==> config.mk <==
export PLATFORM = sky130hd
export DESIGN_NAME = id_stage
export DESIGN_NICKNAME = d
export VERILOG_FILES = /design/src/rtl/riscv_pkg.sv /design/src/rtl/id_stage_reg_file.sv /design/src/rtl/id_stage.sv
export SDC_FILE = /design/constraint.sdc
export NUM_CORES = 2
export LEC_CHECK = 0
export BUFFER_PORTS_ARGS = -buffer_cell sky130_fd_sc_hd__buf_2
export CAP_MARGIN = 10
export CELL_PAD_IN_SITES_DETAIL_PLACEMENT = 1
export CELL_PAD_IN_SITES_GLOBAL_PLACEMENT = 2
export CORE_MARGIN = 1
export CORE_UTILIZATION = 44
export DETAILED_ROUTE_END_ITERATION = 6
export PLACE_DENSITY = 0.74
export SYNTH_ARGS = -nofsm -noshare
export SYNTH_HDL_FRONTEND = slang
export SYNTH_SLANG_ARGS = --single-unit
==> constraint.sdc <==
create_clock -name clk -period 2.7 [get_ports clk]
set_clock_uncertainty 0.05 [all_clocks]
set_input_delay 0 -clock clk [delete_from_list [all_inputs] [get_ports clk]]
set_output_delay 0 -clock clk [all_outputs]
set_load 0.02 [all_outputs]
==> src/rtl/riscv_pkg.sv <==
// Shared RISC-V decode constants, output bundle type and the legality check
// used by the decode stage.
package riscv_pkg;

  localparam int DATA_W = 32;

  localparam logic [6:0] I_TYPE = 7'b0010011;
  localparam logic [6:0] R_TYPE = 7'b0110011;

  typedef enum logic [2:0] {
    ADD_SUB = 3'd0,
    SLL     = 3'd1,
    SLT     = 3'd2,
    SLTU    = 3'd3,
    XOR_OP  = 3'd4,
    SRL_SRA = 3'd5,
    OR_OP   = 3'd6,
    AND_OP  = 3'd7
  } func3;

  localparam func3 SLLI      = SLL;
  localparam func3 SRLI_SRAI = SRL_SRA;

  typedef logic [6:0] func7;

  localparam func7 F7_BASE = 7'b0000000;
  localparam func7 F7_ALT  = 7'b0100000;

  typedef struct packed {
    logic              opcode_valid;
    logic              illegal;
    logic [6:0]        opcode;
    logic [2:0]        f3;
    logic [11:0]       imm;
    logic [DATA_W-1:0] rs1;
    logic [DATA_W-1:0] rs2;
    logic [4:0]        rd;
  } id_out_t;

  // f7 is instr[31:25]: funct7 for R_TYPE, imm[11:5] for I_TYPE shifts.
  function automatic logic is_legal(input logic [6:0] op, input logic [2:0] f3,
                                    input logic [6:0] f7);
    logic ok;
    ok = 1'b0;
    if (op == R_TYPE) begin
      ok = (f7 == F7_BASE) ||
           ((f7 == F7_ALT) && ((f3 == ADD_SUB) || (f3 == SRL_SRA)));
    end else if (op == I_TYPE) begin
      if (f3 == SLLI)
        ok = (f7 == F7_BASE);
      else if (f3 == SRLI_SRAI)
        ok = (f7 == F7_BASE) || (f7 == F7_ALT);
      else
        ok = 1'b1;
    end
    return ok;
  endfunction

endpackage

==> src/rtl/id_stage_reg_file.sv <==
// 32-entry register file: two combinational read ports, one synchronous
// write port, synchronous reset, x0 hardwired to zero.
module reg_file
  import riscv_pkg::*;
#(
  parameter int D_WIDTH    = 32,
  parameter int REG_ADDR_W = 5
) (
  input  logic                  clk,
  input  logic                  rst,
  input  logic [REG_ADDR_W-1:0] raddr1,
  input  logic [REG_ADDR_W-1:0] raddr2,
  output logic [D_WIDTH-1:0]    rdata1,
  output logic [D_WIDTH-1:0]    rdata2,
  input  logic                  we,
  input  logic [REG_ADDR_W-1:0] waddr,
  input  logic [D_WIDTH-1:0]    wdata
);

  localparam int NREGS = 2 ** REG_ADDR_W;

  logic [D_WIDTH-1:0] regs [NREGS];

  always_ff @(posedge clk) begin
    if (rst) begin
      for (int i = 0; i < NREGS; i++)
        regs[i] <= '0;
    end else if (we && (waddr != '0)) begin
      regs[waddr] <= wdata;
    end
  end

  assign rdata1 = (raddr1 == '0) ? '0 : regs[raddr1];
  assign rdata2 = (raddr2 == '0) ? '0 : regs[raddr2];

endmodule

==> src/rtl/id_stage.sv <==
// Decode/register-read stage: decodes OP and OP-IMM, reads two operands and
// holds them in a valid/ready output register. Optional: ID_WB_BYPASS_EN.
module id_stage
  import riscv_pkg::*;
#(
  parameter int D_WIDTH    = 32,
  parameter int REG_ADDR_W = 5
) (
  input  logic                  clk,
  input  logic                  rst,
  input  logic                  instrValid,
  input  logic [31:0]           instr,
  output logic                  instrReady,
  input  logic                  aluReady,
  input  logic                  flush,
  input  logic                  wbValid,
  input  logic [REG_ADDR_W-1:0] wbRd,
  input  logic [D_WIDTH-1:0]    wbData,
  output logic                  opcodeValid,
  output logic [6:0]            opcode,
  output logic [2:0]            f3,
  output logic [11:0]           imm,
  output logic [D_WIDTH-1:0]    rs1,
  output logic [D_WIDTH-1:0]    rs2,
  output logic [4:0]            rd,
  output logic                  illegal
);

  id_out_t            out_q;
  logic               accept;
  logic               legal;
  logic [D_WIDTH-1:0] rf_data1;
  logic [D_WIDTH-1:0] rf_data2;
  logic [D_WIDTH-1:0] op1;
  logic [D_WIDTH-1:0] op2;

  reg_file #(
    .D_WIDTH   (D_WIDTH),
    .REG_ADDR_W(REG_ADDR_W)
  ) u_reg_file (
    .clk   (clk),
    .rst   (rst),
    .raddr1(instr[15 +: REG_ADDR_W]),
    .raddr2(instr[20 +: REG_ADDR_W]),
    .rdata1(rf_data1),
    .rdata2(rf_data2),
    .we    (wbValid),
    .waddr (wbRd),
    .wdata (wbData)
  );

`ifdef ID_WB_BYPASS_EN
  // A same-cycle writeback to a source register forwards its data.
  assign op1 = (wbValid && (wbRd != '0) && (wbRd == instr[15 +: REG_ADDR_W]))
               ? wbData : rf_data1;
  assign op2 = (wbValid && (wbRd != '0) && (wbRd == instr[20 +: REG_ADDR_W]))
               ? wbData : rf_data2;
`else
  assign op1 = rf_data1;
  assign op2 = rf_data2;
`endif

  assign instrReady = !rst && !flush && (!out_q.opcode_valid || aluReady);
  assign accept     = instrValid && instrReady;
  assign legal      = is_legal(instr[6:0], instr[14:12], instr[31:25]);

  // Flush beats accept; fields other than the flags hold across flush.
  always_ff @(posedge clk) begin
    if (rst) begin
      out_q <= '0;
    end else if (flush) begin
      out_q.opcode_valid <= 1'b0;
      out_q.illegal      <= 1'b0;
    end else if (accept) begin
      out_q.opcode_valid <= legal;
      out_q.illegal      <= !legal;
      out_q.opcode       <= instr[6:0];
      out_q.f3           <= instr[14:12];
      out_q.imm          <= instr[31:20];
      out_q.rs1          <= op1;
      out_q.rs2          <= op2;
      out_q.rd           <= instr[11:7];
    end else begin
      out_q.illegal <= 1'b0;
      if (out_q.opcode_valid && aluReady)
        out_q.opcode_valid <= 1'b0;
    end
  end

  assign opcodeValid = out_q.opcode_valid;
  assign illegal     = out_q.illegal;
  assign opcode      = out_q.opcode;
  assign f3          = out_q.f3;
  assign imm         = out_q.imm;
  assign rs1         = out_q.rs1;
  assign rs2         = out_q.rs2;
  assign rd          = out_q.rd;

endmodule

# Word level (Yosys, flattened, before mapping)
# Memory sizes are Yosys's and may differ from the RTL's.
# Cells that the tools add are included.
# op_classes
bitwise,2
eq_ne,5
n_mux,16
n_reduce_logical,24
# op_table
op,count
$mux 32,3
$reduce_or 32->1,1
$eq 7x6->1 const B,2
$mux 1,11
$logic_not 5->1,2
$eq 7x5->1 const B,1
$logic_not 7->1,1
$logic_and 1x1->1,6
$mux 5,1
$reduce_bool 5->1,1
$logic_not 1->1,4
$logic_or 1x1->1,4
$eq 3x1->1 const B,1
$eq 3x3->1 const B,1
$logic_not 3->1,1
$reduce_or 3->1,1
$mux 2,1
$not 1->1,2
$reduce_and 2->1,1
$reduce_bool 2->1,1
$reduce_or 2->1,1
# totals
out_inout_bits,94
ramBits,1024
word_cells,56
ff_bits,93
mem_count,1
in_bits,75
# mem_list
memory,depth,word_bits,read_ports,rd_clocked_by_memory_dff,wr,line_no,rtl
u_reg_file.regs,32,32,2,0,32,id_stage_reg_file.sv:22,logic [D_WIDTH-1:0] regs [NREGS];

# Logic depth before layout (Yosys ltp)
# depth
word_depth,8
mapped_depth,9
depth_no_buf,5

# Hierarchy
# A second synthesis with hierarchy kept.
# unflattened
cells_unflattened,3917
hier_area_um2,57627.8
# modules_own_cells
module,seq_area_each_um2,cells_per_inst,instances,area_per_inst_um2
reg_file,30749.5,3502,1,54253.3
id_stage,1861.8,415,1,3374.5

# Worst setup path after synthesis
# No wires, ideal clock.
# synth_timing
kind,register to register
from,register out_q (netlist bit opcodeValid)
to,"register, netlist name rs1[10]"
setup_slack_ps,482
path_stages_with_launch,9
arrival_time_ps,2081
setup_ps,87
period_less_slack_ps,2218
n_path_buf,3
path_cell_list,dfxtp_1 nor2b_1 nor3_1 and2_1 buf_2 nand2b_1 buf_1 clkbuf_1 o31ai_1
# synth_via
elab_chain_len,5
# synth_rtl
item,line_no,rtl
"start, declared",id_stage.sv:29,id_out_t out_q;
$logic_not 1->1,id_stage.sv:63,assign instrReady = !rst && !flush && (!out_q.opcode_valid || aluReady);
$logic_or 1x1->1,id_stage.sv:63,
$logic_and 1x1->1,id_stage.sv:63,
named net instrReady,id_stage.sv:13,"output logic instrReady,"
$logic_and 1x1->1,id_stage.sv:64,assign accept = instrValid && instrReady;
$reduce_and 2->1 (no source line),-,
# The timed path passes the listed nets, and every way through them passes these cells.
# A chain may end at the register's enable or synchronous reset.

==> run summary <==
status -> complete, no violations
register bit total from synthesis -> 1117
switching share of power -> 24.7%
max cap viols -> 0
CP max stage cell -> a2111oi_2
GRT Residual Overflow -> 0
Post-Layout Inst Area -> 0.0668 mm^2
NetSw -> 10.7 mW
Worst-path clk slew -> 0.06 ns
fin cells -> 6043
port bufs -> 168
slowest stage delay, CP -> 1.04 ns
number of fill cells -> 12100
DP HPWL -> 128 mm
dominant cell type by area after synthesis -> edfxtp_1
routability cong. -> 0.849
Comb pwr share -> 11.6%
largest net degree at the start of global routing -> 56
synth top area cells -> edfxtp_1, mux4_2, and2_1, mux2i_1, dfxtp_1
final worst path period share -> 99.7%
DRT iter0 DRCs -> 4106
clk sinks -> 1117
Max Fclk -> 371 MHz
clock power share -> 41.3%
crit path time final -> 2.69 ns
type of origin of the critical path -> register
Setup violations, final -> 0
Yosys top cell area share -> 54.0%
relative slew slack -> 15.5%
RSZ-0062 raised after global routing -> false
synth cell count leaders -> edfxtp_1, and2_1, mux4_2
number of synthesized flops with an enable pin -> 1024
worst-skew pair later-pin latency -> 0.77 ns
Netlist cell types -> 49
Routed Antenna Nets -> 0
share of synthesized registers carrying an async set or reset -> 0%
global routing usage on met3 -> 5.49%
worst path cell trace -> mux4_2 -> a22o_1 -> a2111oi_2 -> a21oi_1 -> a22o_1
cells after synthesis -> 3915
DRC -> 0
Buf/Inv on CP -> 0
TNS Setup -> 0 ns
CP dominant cell by count -> a22o_1
final hold vios -> 0
sequential share of power -> 47.0%
delay-heaviest family, CP -> compound AO/OA/AOI/OAI gates
Synth Cell Area -> 0.0570 mm^2
initial antenna violation count -> 12
TritonRoute pass-1 iters -> 5
Die ar. -> 0.131 mm^2
Max Root-Sink Buffers -> 3
CTS tree -> done
top_reg_cell synth -> edfxtp_1
Cell Int Power -> 32.6 mW
boundary pin count -> 169
Worst setup EP type -> register
first-pass GRT wire length -> 290 mm
final WL -> 203 mm
fraction of layout cells with a size suffix above 1 -> 25.6%
most common cell in the netlist -> edfxtp_1
Tot GR Track Use -> 31.2%
Yosys warning total -> 0
Slew Viols, Final -> 0
maximum vdd ir drop -> 399 uV
met1 Use GR -> 42.0%
global-route met2 utilization -> 51.2%
WL/cell -> 33.6 um
WP data required -> 3.29 ns
Cell Area, Placed -> 0.0614 mm^2
r2r setup slk -> 0.007 ns
busiest grt layer -> met2
Starting Density -> 44.5%
# nets final -> 4280
critical path arrival -> 3.29 ns
vias in the first global route -> 39700
P&R area growth vs syn -> 17.3%
DR vias/cell -> 6.26
Core Box Area -> 0.128 mm^2
Static Leak -> 24.0 nW
Worst-Margin Slew -> 1.24 ns
vias -> 37800
die width -> 362 um
CTS buffer count -> 132
die height -> 362 um
sequential area share after synthesis -> 57.2%
clk root buf -> clkbuf_16
placed cell count -> 5689
Mapped Avg Cell Area -> 14.6 um^2
Hold Path Class -> in -> reg
Cell Pwr Density -> 648 mW/mm^2
row count -> 131
CTS H-tree lvls -> 4
worst-path fanout max -> 2
crit path kind -> reg -> reg
fin util -> 52.2%
## repair_timing
item                                     CTS  global route
endpoints found under the setup margin     2             0
setup buffers                              0             0
endpoints found under the hold margin   1076             0
hold buffers                             111             0
resized for setup                          2             0
## per-layer routing
layer	up-vias	routed length, um
li1	15600	-
met1	20200	82600
met2	1633	98800
met3	355	15900
met4	6	5840
met5	-	41
## logic make-up after synthesis
group / after synthesis / synth area share, %
other: 1 / 0.00658
AO/OA/AOI/OAI: 515 / 6.94
multiplexers: 650 / 19.8
AND/OR/NAND/NOR: 1213 / 12.7
flip-flops: 1117 / 57.2
buffers and inverters: 419 / 3.32
## placed cells by master (no fill, tap or decap), types with 9 or more instances in the layout
cell type / count
a2111oi_1: 18
o31ai_1: 17
nor2_2: 16
a211oi_1: 22
a22o_1: 112
clkinv_2: 20
bufinv_16: 10
buf_2: 159
buf_12: 78
nor2_4: 17
buf_4: 189
a21oi_1: 111
a2111oi_0: 18
and2_1: 994
conb_1: 32
mux2i_1: 257
mux4_2: 379
dlygate4sd3_1: 111
or2_2: 31
clkinv_1: 17
edfxtp_1: 1024
a2111oi_2: 20
dfxtp_1: 93
nand2_1: 95
a22oi_1: 53
o221ai_1: 56
mux2_2: 14
nand3_1: 9
o22ai_1: 62
clkbuf_16: 141
clkbuf_1: 38
## final cells by class
cell class | instances | area (um^2) | area share, %
diodes | 7 | 17.5 | 0.0262
multi-input cells | 2410 | 22800 | 34.1
repair buffers | 543 | 4960 | 7.42
well taps | 1729 | 2160 | 3.24
clock inverters | 49 | 482 | 0.721
clock buffers | 187 | 3780 | 5.66
flip-flops and latches | 1117 | 32600 | 48.8
inverters | 1 | 3.75 | 0.00562
## per-stage QoR
step | total power, mW | hold WS (ns) | setup WS [ns]
floorplan | 23.3 | 0.0268 | 0.482
global placement | 25.4 | 0.146 | -0.198
detailed placement | 25.6 | 0.151 | -0.323
CTS | 43.4 | 0.00928 | 0.163
global route | 44.4 | 0.0921 | 0.00438
finish | 43.3 | 0.0583 | 0.00715
## power by group through the flow
| stage | registers [mW] | logic [mW] | clock network, mW |
|---|---|---|---|
| after CTS | 20.3 | 4.99 | 18.1 |
| after detailed placement | 20.7 | 4.86 | 0 |
| after global routing | 20.4 | 5.25 | 18.7 |
| after global placement | 20.6 | 4.82 | 0 |
| after floorplan | 20.6 | 2.78 | 0 |
| final | 20.4 | 5.04 | 17.9 |
## state kept, by name, indices dropped and copies added (netlist names)
| name | count |
|---|---|
| rs1 | 32 |
| u_reg_file.regs | 1024 |
| imm | 12 |
| opcodeValid | 1 |
| f3 | 3 |
| opcode | 7 |
| illegal | 1 |
| rs2 | 32 |
| rd | 5 |
## worst register-to-register path, cell delays in order (launching register included)
cell	delay, ns
edfxtp_1	0.39
mux4_2	0.50
a22o_1	0.27
a2111oi_2	1.04
a21oi_1	0.08
a22o_1	0.25
## final timing paths
kind                      startpoint       to  depth (start not counted)
max          u_reg_file.regs[13][28]  rs2[28]                          5
min                        instr[17]  rs1[31]                          6
max reg2reg  u_reg_file.regs[13][28]  rs2[28]                          5
min reg2reg                  rs1[12]  rs1[12]                          2
Note: power is estimated with default switching activity, not from simulation.
